<file path="src/rtl/seq_detector_1011_pkg.sv">
`default_nettype none
// seq_detector_1011_pkg: state encoding shared by the 1-0-1-1 detector.
// Rev 1.0
package seq_detector_1011_pkg;

  localparam int STATE_W = 3;

  typedef enum logic [STATE_W-1:0] {
    S0    = 3'd0,
    S1    = 3'd1,
    S10   = 3'd2,
    S101  = 3'd3,
    S1011 = 3'd4
  } state_t;

endpackage
`default_nettype wire

</file>
<file path="src/rtl/seq_detector_1011_sat_counter.sv">
`default_nettype none
// sat_counter: W-bit up-counter that increments on INC and sticks at all-ones.
// Rev 1.0
module sat_counter #(
  parameter int W = 8
) (
  input  logic         CLK,
  input  logic         RST,
  input  logic         INC,
  output logic [W-1:0] Q
);

  logic [W-1:0] cnt_q;
  logic         at_max_d;

  assign at_max_d = (cnt_q == {W{1'b1}});

  always_ff @(posedge CLK) begin
    if (RST) begin
      cnt_q <= '0;
    end else if (INC && !at_max_d) begin
      cnt_q <= cnt_q + W'(1);
    end
  end

  assign Q = cnt_q;

endmodule
`default_nettype wire

</file>
<file path="src/rtl/seq_detector_1011.sv">
`default_nettype none
// seq_detector_1011: Moore detector for serial pattern 1-0-1-1 with saturating hit count.
// Rev 1.0
module seq_detector_1011
  import seq_detector_1011_pkg::*;
#(
  parameter int OVERLAP = 1,
  parameter int CNT_W   = 8
) (
  input  logic               CLK,
  input  logic               RST,
  input  logic               DIN,
  input  logic               EN,
  output logic               DETECT,
  output logic [CNT_W-1:0]   COUNT,
  output logic [STATE_W-1:0] STATE
);

  state_t state_q;
  logic   detect_q;
  logic   hit_d;

  // A hit is the accepted 1 that completes 1-0-1-1; it feeds both the pulse and the counter.
  assign hit_d = EN && DIN && (state_q == S101);

  always_ff @(posedge CLK) begin
    if (RST) begin
      state_q  <= S0;
      detect_q <= 1'b0;
    end else begin
      detect_q <= hit_d;
      case (state_q)
        S0:      if (EN) state_q <= DIN ? S1   : S0;
        S1:      if (EN) state_q <= DIN ? S1   : S10;
        S10:     if (EN) state_q <= DIN ? S101 : S0;
        S101:    if (EN) state_q <= DIN ? S1011 : S10;
        S1011:   if (EN) state_q <= DIN ? S1 : ((OVERLAP != 0) ? S10 : S0);
        default: state_q <= S0;
      endcase
    end
  end

  sat_counter #(
    .W (CNT_W)
  ) u_cnt (
    .CLK (CLK),
    .RST (RST),
    .INC (hit_d),
    .Q   (COUNT)
  );

  assign DETECT = detect_q;
  assign STATE  = state_q;

endmodule
`default_nettype wire

</file>
<file path="config.mk">
export PLATFORM = sky130hd
export DESIGN_NAME = seq_detector_1011
export DESIGN_NICKNAME = d
export VERILOG_FILES = /design/src/rtl/seq_detector_1011_pkg.sv /design/src/rtl/seq_detector_1011_sat_counter.sv /design/src/rtl/seq_detector_1011.sv
export SDC_FILE = /design/constraint.sdc
export NUM_CORES = 1
export LEC_CHECK = 0
export CORE_UTILIZATION = 40
export DETAILED_ROUTE_END_ITERATION = 8
export PLACE_DENSITY = 0.7
export SLEW_MARGIN = 20
export SYNTH_ARGS = -nofsm -noshare
export SYNTH_HDL_FRONTEND = slang
export SYNTH_SLANG_ARGS = --single-unit
</file>
<file path="constraint.sdc">
create_clock -name CLK -period 2.6 [get_ports CLK]
set_input_delay 0.39 -clock CLK [delete_from_list [all_inputs] [get_ports CLK]]
set_output_delay 0.39 -clock CLK [all_outputs]
set_load 0.005 [all_outputs]
</file>
## Word level (Yosys, flattened, before mapping)

Index checks and enable logic that the tools add are counted.

- Register bits after elaboration: 12
- Input bits: 4
- Output and inout bits: 12

- Add/subtract/negate cells: 1
- Reduce and logical (&&, ||, !) cells: 7
- Eq/ne operators: 9
- Muxes and demuxes: 9

Operators by type and width:

| cell | count |
|---|---|
| 2-to-1 mux 3 bit | 5 |
| case mux 3 bit (4 select lines) | 1 |
| adder 8 x 1 -> 8 bit, second input constant | 1 |
| == test 8 bit, second input constant | 1 |
| == test 3 x 2 -> 1 bit, second input constant | 2 |
| != test 2 bit, second input constant | 3 |
| 2-to-1 mux 2 bit | 2 |
| AND reduction 4 bit | 1 |
| == test 3 x 1 -> 1 bit, second input constant | 1 |
| == test 3 bit, second input constant | 1 |
| logical AND 1 bit | 3 |
| logical NOT 3 bit | 1 |
| != test 2 x 1 -> 1 bit, second input constant | 1 |
| OR reduction 2 bit | 1 |
| logical NOT 1 bit | 1 |
| 2-to-1 mux 1 bit | 1 |

## Logic depth before layout (Yosys ltp)

Gate-level depths: netlist (run 1).

- Depth after elaboration: 4
- Mapped depth: 5
- Depth with buffers taken out: 4

## Hierarchy

From an unflattened synthesis (run 1), not the netlist that was laid out.

- Cell total of the unflattened synthesis: 67
- Area total of the unflattened synthesis: 646.9 sq um

By module, submodules not included:

| module | area an instance (sq um) | cells each | instances | sequential area each (sq um) |
|---|---|---|---|---|
| sat_counter | 446.7 | 44 | 1 | 160.2 |
| seq_detector_1011 | 200.2 | 23 | 1 | 80.1 |

## Worst setup path before layout (run 1)

OpenSTA, ideal clock, no wires.

- Kind: register -> register
- Start point: reg u_cnt.cnt_q[0], in the netlist u_cnt.Q[0]
- End point: reg u_cnt.cnt_q[0], in the netlist u_cnt.Q[0]
- Path buffers: 1
- Period minus slack after synthesis: 1.489 ns
- Arrival time: 1.366 ns
- Stages on the path, launching flop included: 6
- Data required time: 2.477 ns
- Path slack: 1.111 ns
- Setup time: 0.123 ns
- Cells stage by stage: dfxtp_1 > ha_1 > clkbuf_1 > nand2_1 > o21a_2 > mux2_1

- Cells in the longest elaborated chain, start to end: 3
- Elaborated cells on any way between the ends: 4
- Those cells by class: add/sub: 1; eq/ne: 1; reduce/logical: 2

RTL lines:

| what | RTL line | RTL |
|---|---|---|
| start: declaration | seq_detector_1011_sat_counter.sv:13 | `logic [W-1:0] cnt_q;` |
| start signal: assignment | seq_detector_1011_sat_counter.sv:22 | `cnt_q <= cnt_q + W'(1);` |
| parallel branches: the longest is 3 deep, another holds adder 8 x 1 -> 8 bit | - |  |

Parallel ways; which one is timed is not known.
A chain may end at the register's enable or synchronous reset.

## Worst setup path after layout (run 1)

- Start point: in EN
- End point: reg u_cnt.cnt_q[0], in the netlist u_cnt.Q[0]

- Cells in the longest elaborated chain, start to end: 3

RTL lines:

| what | RTL line | RTL |
|---|---|---|
| start: declaration | seq_detector_1011.sv:13 | `input logic EN,` |
| logical AND 1 bit (2 in a row) | seq_detector_1011.sv:24 | `assign hit_d = EN && DIN && (state_q == S101);` |
| logical AND 1 bit | seq_detector_1011_sat_counter.sv:21 | `end else if (INC && !at_max_d) begin` |

Every way passes these cells.

==> flow_metrics.env, run 1 <==
export IMPL_status="finished, final reports clean"
export IMPL_die_h_um=42.6
export IMPL_grt_max_degree=16
export IMPL_cts_tree="done"
export IMPL_via_per_inst=5.70
export IMPL_async_flop_share=0
export IMPL_first_global_vias=472
export IMPL_critPathKind="in2reg"
export IMPL_cts_sinks=12
export IMPL_synth_area_sq_um=661
export IMPL_synth_most_common_cell="dfxtp_1"
export IMPL_end_kind="flip-flop"
export IMPL_post_route_period_util=0.716
export IMPL_grt_pass1_wl_mm=2.31
export IMPL_power_leakage_nw=0.284
export IMPL_r2r_setup_slack_ns=1.02
export IMPL_yosysTopAreaCellShare=0.364
export IMPL_cp_required_ns=2.75
export IMPL_setup_violations=0
export IMPL_worstPathMaxFanout=8
export IMPL_cp_endpoint="u_cnt.Q[0]"
export IMPL_dieArea_sq_um=1820
export IMPL_postCtsSetupBuffers=0
export IMPL_synth_seq_area_share=0.364
export IMPL_tightest_slew_ns=0.564
export IMPL_diodes=0
export IMPL_grt_total_usage=0.171
export IMPL_p_per_area_nw_per_um2=388
export IMPL_dp_hpwl_um=953
export IMPL_post_drt_wl_per_cell_um=13.0
export IMPL_syn_avg_cell_area_sq_um=8.93
export IMPL_place_congestion=0.701
export IMPL_synth_warnings=0
export IMPL_slowest_stage="clkdlybuf4s50_1"
export IMPL_synth_net_count=79
export IMPL_arrival_ns=2.01
export IMPL_drt_first_iter_violations=11
export IMPL_cp_cell_sequence="clkdlybuf4s50_1 > nand2_2 > nor3_2 > o21a_2 > mux2_1"
export IMPL_ir_drop_mv=0.342
export IMPL_cap_viol_max_count=0
export IMPL_min_period_ns=1.86
export IMPL_clk_root_buffer_cell="clkbuf_4"
export IMPL_hold_buffers=0
export IMPL_rows=14
export IMPL_ys_types=34
export IMPL_netlist_instances=74
export IMPL_whs_ns=0.543
export IMPL_boundaryPins=16
export IMPL_synth_top_flop_cell="dfxtp_1"
export IMPL_gr_total_overflow=0
export IMPL_fp_dieW_um=42.6
export IMPL_area_delta_synth_final_pct=28.0
export IMPL_synth_common_cells="dfxtp_1, nor2_1, nand2_1"
export IMPL_start_util=0.433
export IMPL_crit_cells=5
export IMPL_timing_max_slew_rel_slack=0.623
export IMPL_drtAntennaViolNets=0
export IMPL_critical_path_top_delay_family="buffers and inverters"
export IMPL_worst_path_buf_inv=1
export IMPL_core_area_sq_um=1520
export IMPL_rsz0062_at_grt="false"
export IMPL_netlist_top_cells_area="dfxtp_1, nor2_1, nor4_4"
export IMPL_ctsResizeCount=0
export IMPL_rr_startpoint="STATE[0]"
export IMPL_final_util=0.555
export IMPL_clk_latency_ns=0.26
export IMPL_drive_gt1_frac=0.111
export IMPL_nets=97
export IMPL_path_clk_slew_ns=0.07
export IMPL_grt_antenna_before_repair=0
export IMPL_cp_start_kind="input pin"
export IMPL_reg2reg_depth=4
export IMPL_min_path_type="reg2reg"
export IMPL_drt_pass1_iter_count=5
export IMPL_synth_edf_count=0
export IMPL_clock_path_buffers=2
export IMPL_ys_seq_elements=12
export IMPL_htreeDepth=1
export IMPL_vias=604
export IMPL_yosysTopAreaCell="dfxtp_1"
export IMPL_finalMaxSlewViolations=0
export IMPL_port_buffers=15
export IMPL_fin_skew_ns=0.00272
export IMPL_drc_errors=0
export IMPL_totalWireLength_mm=1.38
export IMPL_finalHoldViolCount=0
export IMPL_fin_setup_tns_ns=0
export IMPL_fmax_mhz=537
export IMPL_crit_start="EN"
export IMPL_cts_buffers=3
export IMPL_r2r_end="u_cnt.Q[0]"
export IMPL_critPathMaxStageDelay_ns=0.60
worst min-delay path by stage:
stage / from / endpoint / slack [ns] / depth (start not counted)
2_1_floorplan: u_cnt.Q[1] / u_cnt.Q[1] / 0.49 / 2
3_3_place_gp: u_cnt.Q[1] / u_cnt.Q[1] / 0.52 / 2
3_5_place_dp: u_cnt.Q[1] / u_cnt.Q[1] / 0.53 / 2
4_1_cts: u_cnt.Q[1] / u_cnt.Q[1] / 0.54 / 2
5_1_grt: u_cnt.Q[4] / u_cnt.Q[4] / 0.57 / 1
6_report: u_cnt.Q[1] / u_cnt.Q[1] / 0.54 / 2
registers in the layout (all words and copies together) (netlist names):
| register | count |
|---|---|
| STATE | 3 |
| DETECT | 1 |
| u_cnt.Q | 8 |
report_power, final:
part	leakage [nW]	total [mW]	internal, mW	switching, mW
Combinational	0.173	0.0286	0.0151	0.0134
Sequential	0.0970	0.190	0.186	0.00408
Clock	0.0138	0.109	0.0535	0.0555
logic make-up after synthesis:
kind of cell               after synthesis  share of synthesized area
and+or+nand+nor                         37                      0.371
AOI/OAI and AO/OA                       17                      0.186
adders and majority gates                1                     0.0189
buffers and inverters                    5                     0.0284
muxes                                    2                     0.0322
DFF                                     12                      0.364
cell type report:
| cell class | instances | area (sq um) |
|---|---|---|
| fillers | 143 | 678 |
| repair buffers | 15 | 150 |
| flip-flops and latches | 12 | 240 |
| inverters | 3 | 11.3 |
| well taps | 16 | 20.0 |
| clock buffers | 3 | 22.5 |
| multi-input cells | 57 | 402 |
stage by stage:
stage / cells / cell area (sq um) / worst slack, ns / power, mW
finish: 106 / 846 / 0.738 / 0.328
global route: 106 / 846 / 0.662 / 0.346
CTS: 106 / 846 / 0.744 / 0.332
detailed placement: 103 / 823 / 0.467 / 0.223
global placement: 103 / 823 / 0.515 / 0.222
floorplan: 74 / 661 / 1.11 / 0.208
worst register-to-register path, cell delays in order, from the launching register on:
cell	delay (ns)
dfxtp_1	0.44
nand2_1	0.17
nor3_2	0.32
o21a_2	0.23
mux2_1	0.31
metal layers:
| metal | vias to the layer above | wire length (um) | GRT usage |
|---|---|---|---|
| li1 | 311 | - | - |
| met5 | - | 0 | 0 |
| met1 | 280 | 696 | 0.251 |
| met3 | 2 | 64 | 0.0819 |
| met2 | 11 | 601 | 0.212 |
| met4 | 0 | 18 | 0.0563 |
cell usage in the layout, fill, tap and decap left out, drive strengths merged, types with 3 or more instances in the layout:
cell	instances
inv	3
nor3	3
nand2b	3
nand2	6
a31oi	3
clkbuf	3
a21oi	4
clkdlybuf4s50	15
dfxtp	12
nor2	10
Note: power is estimated with default switching activity, not from simulation.
==> run 2: changes to the inputs <==
PLACE_DENSITY = 0.72   (was 0.7)
clock period = 1.65 ns   (was 2.6 ns; I/O delays follow)
==> run 2 against run 1 <==
  * Worst hold slack worse by 0.025 ns
  * Routed wire length rose by 2.2%
  * Setup slack lost 0.58 ns
  * Global-route usage increased by 0.34 points
  * Sequential share of layout area shrank 2.4 points
  * First-iteration DRC count is 45% higher
  * Clock skew is 0.0026 ns higher
  * Critical endpoint is now STATE[2]
  * Clock-buffer cell count unchanged
  * Flip-flop and latch count unchanged
  * Via count rose by 9.1%
  * Cell count increased by 10%
  * Combinational power rose by 100%
==> flow_metrics.env, run 2 (same netlist as run 1, synthesis figures left out) <==
export IMPL_status="finished, final reports clean"
export IMPL_boundaryPins=16
export IMPL_port_buffers=15
export IMPL_die_h_um=42.6
export IMPL_path_clk_slew_ns=0.07
export IMPL_clk_latency_ns=0.27
export IMPL_drtAntennaViolNets=0
export IMPL_ir_drop_mv=0.536
export IMPL_cp_required_ns=1.40
export IMPL_timing_max_slew_rel_slack=0.762
export IMPL_p_clk_frac=0.325
export IMPL_worstPathMaxFanout=9
export IMPL_switching_share=0.221
export IMPL_vias=659
export IMPL_power_leakage_nw=0.341
export IMPL_min_period_ns=1.49
export IMPL_nets=108
export IMPL_cap_viol_max_count=0
export IMPL_hold_depth=2
export IMPL_pre_cts_ws_ns=-0.0790
export IMPL_switching_power_mw=0.116
export IMPL_drt_first_iter_violations=16
export IMPL_cts_sinks=12
export IMPL_diodes=0
export IMPL_totalWireLength_mm=1.41
export IMPL_dieArea_sq_um=1820
export IMPL_fin_skew_ns=0.00533
export IMPL_grt_max_degree=12
export IMPL_grt_antenna_before_repair=0
export IMPL_most_common_layout_cells="clkdlybuf4s50_1, dfxtp_1, buf_4"
export IMPL_p_int_mw=0.410
export IMPL_largest_register_ffs=8
export IMPL_layout_commonest_cell="clkdlybuf4s50_1"
export IMPL_worst_path_buf_inv=1
export IMPL_post_drt_wl_per_cell_um=12.1
export IMPL_crit_cells=1
export IMPL_postCtsSetupBuffers=0
export IMPL_dp_hpwl_mm=1.06
export IMPL_grt_pass1_wl_mm=2.33
export IMPL_slowest_stage="clkdlybuf4s50_1"
export IMPL_cp_start_kind="flip-flop"
export IMPL_combPwrFrac=0.111
export IMPL_post_route_period_util=0.902
export IMPL_end_kind="primary output"
export IMPL_place_congestion=0.715
export IMPL_critical_path_top_delay_family="buffers and inverters"
export IMPL_rsz0062_at_grt="false"
export IMPL_cts_buffers=3
export IMPL_rows=14
export IMPL_hold_buffers=0
export IMPL_clk_root_buffer_cell="clkbuf_4"
export IMPL_whs_ns=0.518
export IMPL_cts_tree="done"
export IMPL_start_util=0.433
export IMPL_area_delta_synth_final_pct=40.7
export IMPL_critPathKind="reg2out"
export IMPL_final_cells=117
export IMPL_tightest_slew_ns=0.356
export IMPL_dp_cells=114
export IMPL_fmax_mhz=672
export IMPL_gr_total_overflow=0
export IMPL_p_per_area_nw_per_um2=565
export IMPL_fin_ws_ns=0.162
export IMPL_p_seq_frac=0.565
export IMPL_finalHoldViolCount=0
export IMPL_drt_pass1_iter_count=4
export IMPL_reg2reg_depth=4
export IMPL_grt_total_usage=0.174
export IMPL_ctsResizeCount=0
export IMPL_first_global_vias=534
export IMPL_clock_path_buffers=2
export IMPL_min_path_type="reg2reg"
export IMPL_setup_violations=0
export IMPL_core_area_sq_um=1520
export IMPL_drc_errors=0
export IMPL_fp_dieW_um=42.6
export IMPL_finalMaxSlewViolations=0
export IMPL_critPathMaxStageDelay_ns=0.54
export IMPL_cp_cell_sequence="clkdlybuf4s50_1"
export IMPL_finalPower_mw=0.526
export IMPL_via_per_inst=5.63
export IMPL_arrival_ns=1.24
export IMPL_htreeDepth=1
export IMPL_drive_gt1_frac=0.218
-- run 2: final timing paths --
kind	startpoint	to	slack, ns
worst max-delay path	STATE[2]	STATE[2]	0.16
worst min-delay path	u_cnt.Q[1]	u_cnt.Q[1]	0.52
worst max register to register	u_cnt.Q[7]	u_cnt.Q[0]	0.20
worst min register to register	u_cnt.Q[1]	u_cnt.Q[1]	0.52
-- run 2: power by group through the flow --
stage          clock network (mW)  registers, mW  logic (mW)
6_report                    0.171          0.297      0.0581
5_1_grt                     0.196          0.297      0.0643
4_1_cts                     0.179          0.297      0.0583
3_5_place_dp                    0          0.304      0.0580
3_3_place_gp                    0          0.303      0.0568
2_1_floorplan                   0          0.305      0.0226
-- run 2: cell type report --
cell class | count | area [sq um]
multi-input combinational | 57 | 402
timing repair buffer | 26 | 233
fill | 152 | 594
sequential | 12 | 241
tap | 16 | 20.0
clock buffer | 3 | 22.5
inverter | 3 | 11.3
-- run 2: metrics by stage --
| stage | util | setup TNS (ns) | instance area [sq um] |
|---|---|---|---|
| 2_1_floorplan | - | 0 | 661 |
| 3_3_place_gp | 0.594 | -0.0942 | 906 |
| 3_5_place_dp | 0.594 | -0.195 | 906 |
| 4_1_cts | 0.609 | 0 | 928 |
| 5_1_grt | 0.610 | 0 | 930 |
| 6_report | 0.610 | 0 | 930 |
-- run 2: per-layer routing --
metal  up-vias  share of wire  global-route usage
met5         -              0                   0
met4         0         0.0099              0.0563
met3         3          0.044              0.0776
met2        10           0.45               0.248
met1       312           0.49               0.232
li1        334              -                   -
==> run 3: changes to the inputs <==
CTS_CLUSTER_SIZE = 14   (was not set)
PLACE_DENSITY = 0.68   (was 0.72)
==> run 3 against run 2 <==
  * Core utilization fell by 0.99 points
  * Clock-buffer cell count did not move
  * Global-route usage fell by 0.85 points
  * Routed wire length rose by 0.64%
  * Flip-flop and latch count did not move
  * Sequential power barely moved
  * Clock power barely moved
  * Non-clock buffer count fell by 2
  * First-iteration DRC count fell by 44%
  * Worst hold slack got worse by 0.0040 ns
  * Combinational power fell by 9.0%
  * Critical path type unchanged
  * Critical endpoint unchanged
==> flow_metrics.env, run 3 (same netlist as run 1, synthesis figures left out) <==
export IMPL_status="finished, final reports clean"
export IMPL_place_congestion=0.708
export IMPL_hold_start="u_cnt.Q[1]"
export IMPL_start_util=0.433
export IMPL_grt_antenna_before_repair=0
export IMPL_drive_gt1_frac=0.202
export IMPL_post_drt_wl_per_cell_um=12.3
export IMPL_boundaryPins=16
export IMPL_clk_latency_ns=0.27
export IMPL_nets=106
export IMPL_port_buffers=15
export IMPL_worst_path_buf_inv=1
export IMPL_finalMaxSlewViolations=0
export IMPL_met3_length_um=52
export IMPL_cts_buffers=3
export IMPL_slowest_stage="clkdlybuf4s50_1"
export IMPL_drt_met1_wl_um=740
export IMPL_area_delta_synth_final_pct=38.4
export IMPL_first_global_vias=523
export IMPL_layout_commonest_cell="clkdlybuf4s50_1"
export IMPL_htreeDepth=1
export IMPL_min_path_type="reg2reg"
export IMPL_rsz0062_at_grt="false"
export IMPL_cts_sinks=12
export IMPL_cp_start_kind="flip-flop"
export IMPL_drtAntennaViolNets=0
export IMPL_fp_dieW_um=42.6
export IMPL_rows=14
export IMPL_drt_first_iter_violations=9
export IMPL_crit_start="STATE[2]"
export IMPL_ir_drop_mv=0.632
export IMPL_cap_viol_max_count=0
export IMPL_fmax_mhz=669
export IMPL_met2_length_um=613
export IMPL_clk_root_buffer_cell="clkbuf_4"
export IMPL_cp_cell_sequence="clkdlybuf4s50_1"
export IMPL_vias=626
export IMPL_grt_total_usage=0.165
export IMPL_placed_cell_area_sq_um=891
export IMPL_drc_errors=0
export IMPL_min_period_ns=1.49
export IMPL_fin_area_sq_um=915
export IMPL_worstPathMaxFanout=9
export IMPL_cts_tree="done"
export IMPL_end_kind="primary output"
export IMPL_p_per_area_nw_per_um2=575
export IMPL_die_h_um=42.6
export IMPL_via_per_inst=5.44
export IMPL_tightest_slew_ns=0.361
export IMPL_dp_cells=112
export IMPL_finalHoldViolCount=0
export IMPL_dp_hpwl_mm=1.07
export IMPL_arrival_ns=1.25
export IMPL_cp_required_ns=1.40
export IMPL_critPathMaxStageDelay_ns=0.54
export IMPL_timing_max_slew_rel_slack=0.757
export IMPL_setup_violations=0
export IMPL_totalWireLength_mm=1.42
export IMPL_finalPower_mw=0.526
export IMPL_top_layer="met4"
export IMPL_core_area_sq_um=1520
export IMPL_grt_max_degree=11
export IMPL_largest_register_ffs=8
export IMPL_final_cells=115
export IMPL_diodes=0
export IMPL_path_clk_slew_ns=0.07
export IMPL_hold_buffers=0
export IMPL_most_common_layout_cells="clkdlybuf4s50_1, dfxtp_1, nor2_1"
export IMPL_fin_skew_ns=0.00293
export IMPL_gr_total_overflow=0
export IMPL_rr_startpoint="u_cnt.Q[0]"
export IMPL_clock_path_buffers=2
export IMPL_power_leakage_nw=0.332
export IMPL_post_route_period_util=0.905
export IMPL_grt_pass1_wl_mm=2.27
export IMPL_critPathKind="reg2out"
export IMPL_critical_path_top_delay_family="buffers and inverters"
export IMPL_dieArea_sq_um=1820
export IMPL_postCtsSetupBuffers=0
export IMPL_drt_pass1_iter_count=4
[run 3: cell types whose count changed in the layout (fill, tap and decap cells not counted), sizes merged]
cell	delta
buf	-2
[run 3: power by group]
group,leakage (nW),internal (mW),switching (mW)
clock,0.0138,0.0843,0.0893
sequential,0.0975,0.293,0.00640
combinational,0.221,0.0287,0.0242
[run 3: what timing repair did]
| item | CTS | global route |
|---|---|---|
| endpoints found under the hold margin | 0 | 0 |
| endpoints found under the setup margin | 0 | 1 |
| gates resized for setup | 0 | 1 |
[run 3: per-stage QoR]
| step | util | hold WS (ns) | setup TNS, ns | setup slack, ns |
|---|---|---|---|---|
| after floorplan | - | 0.404 | 0 | 0.161 |
| after global placement | 0.585 | 0.505 | -0.191 | -0.0491 |
| after detailed placement | 0.585 | 0.508 | -0.320 | -0.101 |
| after CTS | 0.599 | 0.520 | 0 | 0.00741 |
| after global routing | 0.600 | 0.546 | 0 | 0.0787 |
| final | 0.600 | 0.514 | 0 | 0.156 |
[run 3: routing by layer]
metal	vias to the layer above	GRT usage
li1	335	-
met2	11	0.252
met1	278	0.212
met5	-	0
met3	2	0.0647
met4	0	0.0563
[run 3: cell type report]
| type | instances | area [sq um] |
|---|---|---|
| clock buffer | 3 | 22.5 |
| sequential | 12 | 241 |
| inverter | 3 | 11.3 |
| tap | 16 | 20.0 |
| multi-input combinational | 57 | 402 |
| fill | 137 | 609 |
| timing repair buffer | 24 | 218 |
[run 3: worst paths after layout]
path	slack, ns	cells after the start	to
setup / recovery	0.16	1	STATE[2]
hold / removal	0.51	2	u_cnt.Q[1]
setup reg to reg	0.22	5	u_cnt.Q[5]
hold reg to reg	0.51	2	u_cnt.Q[1]
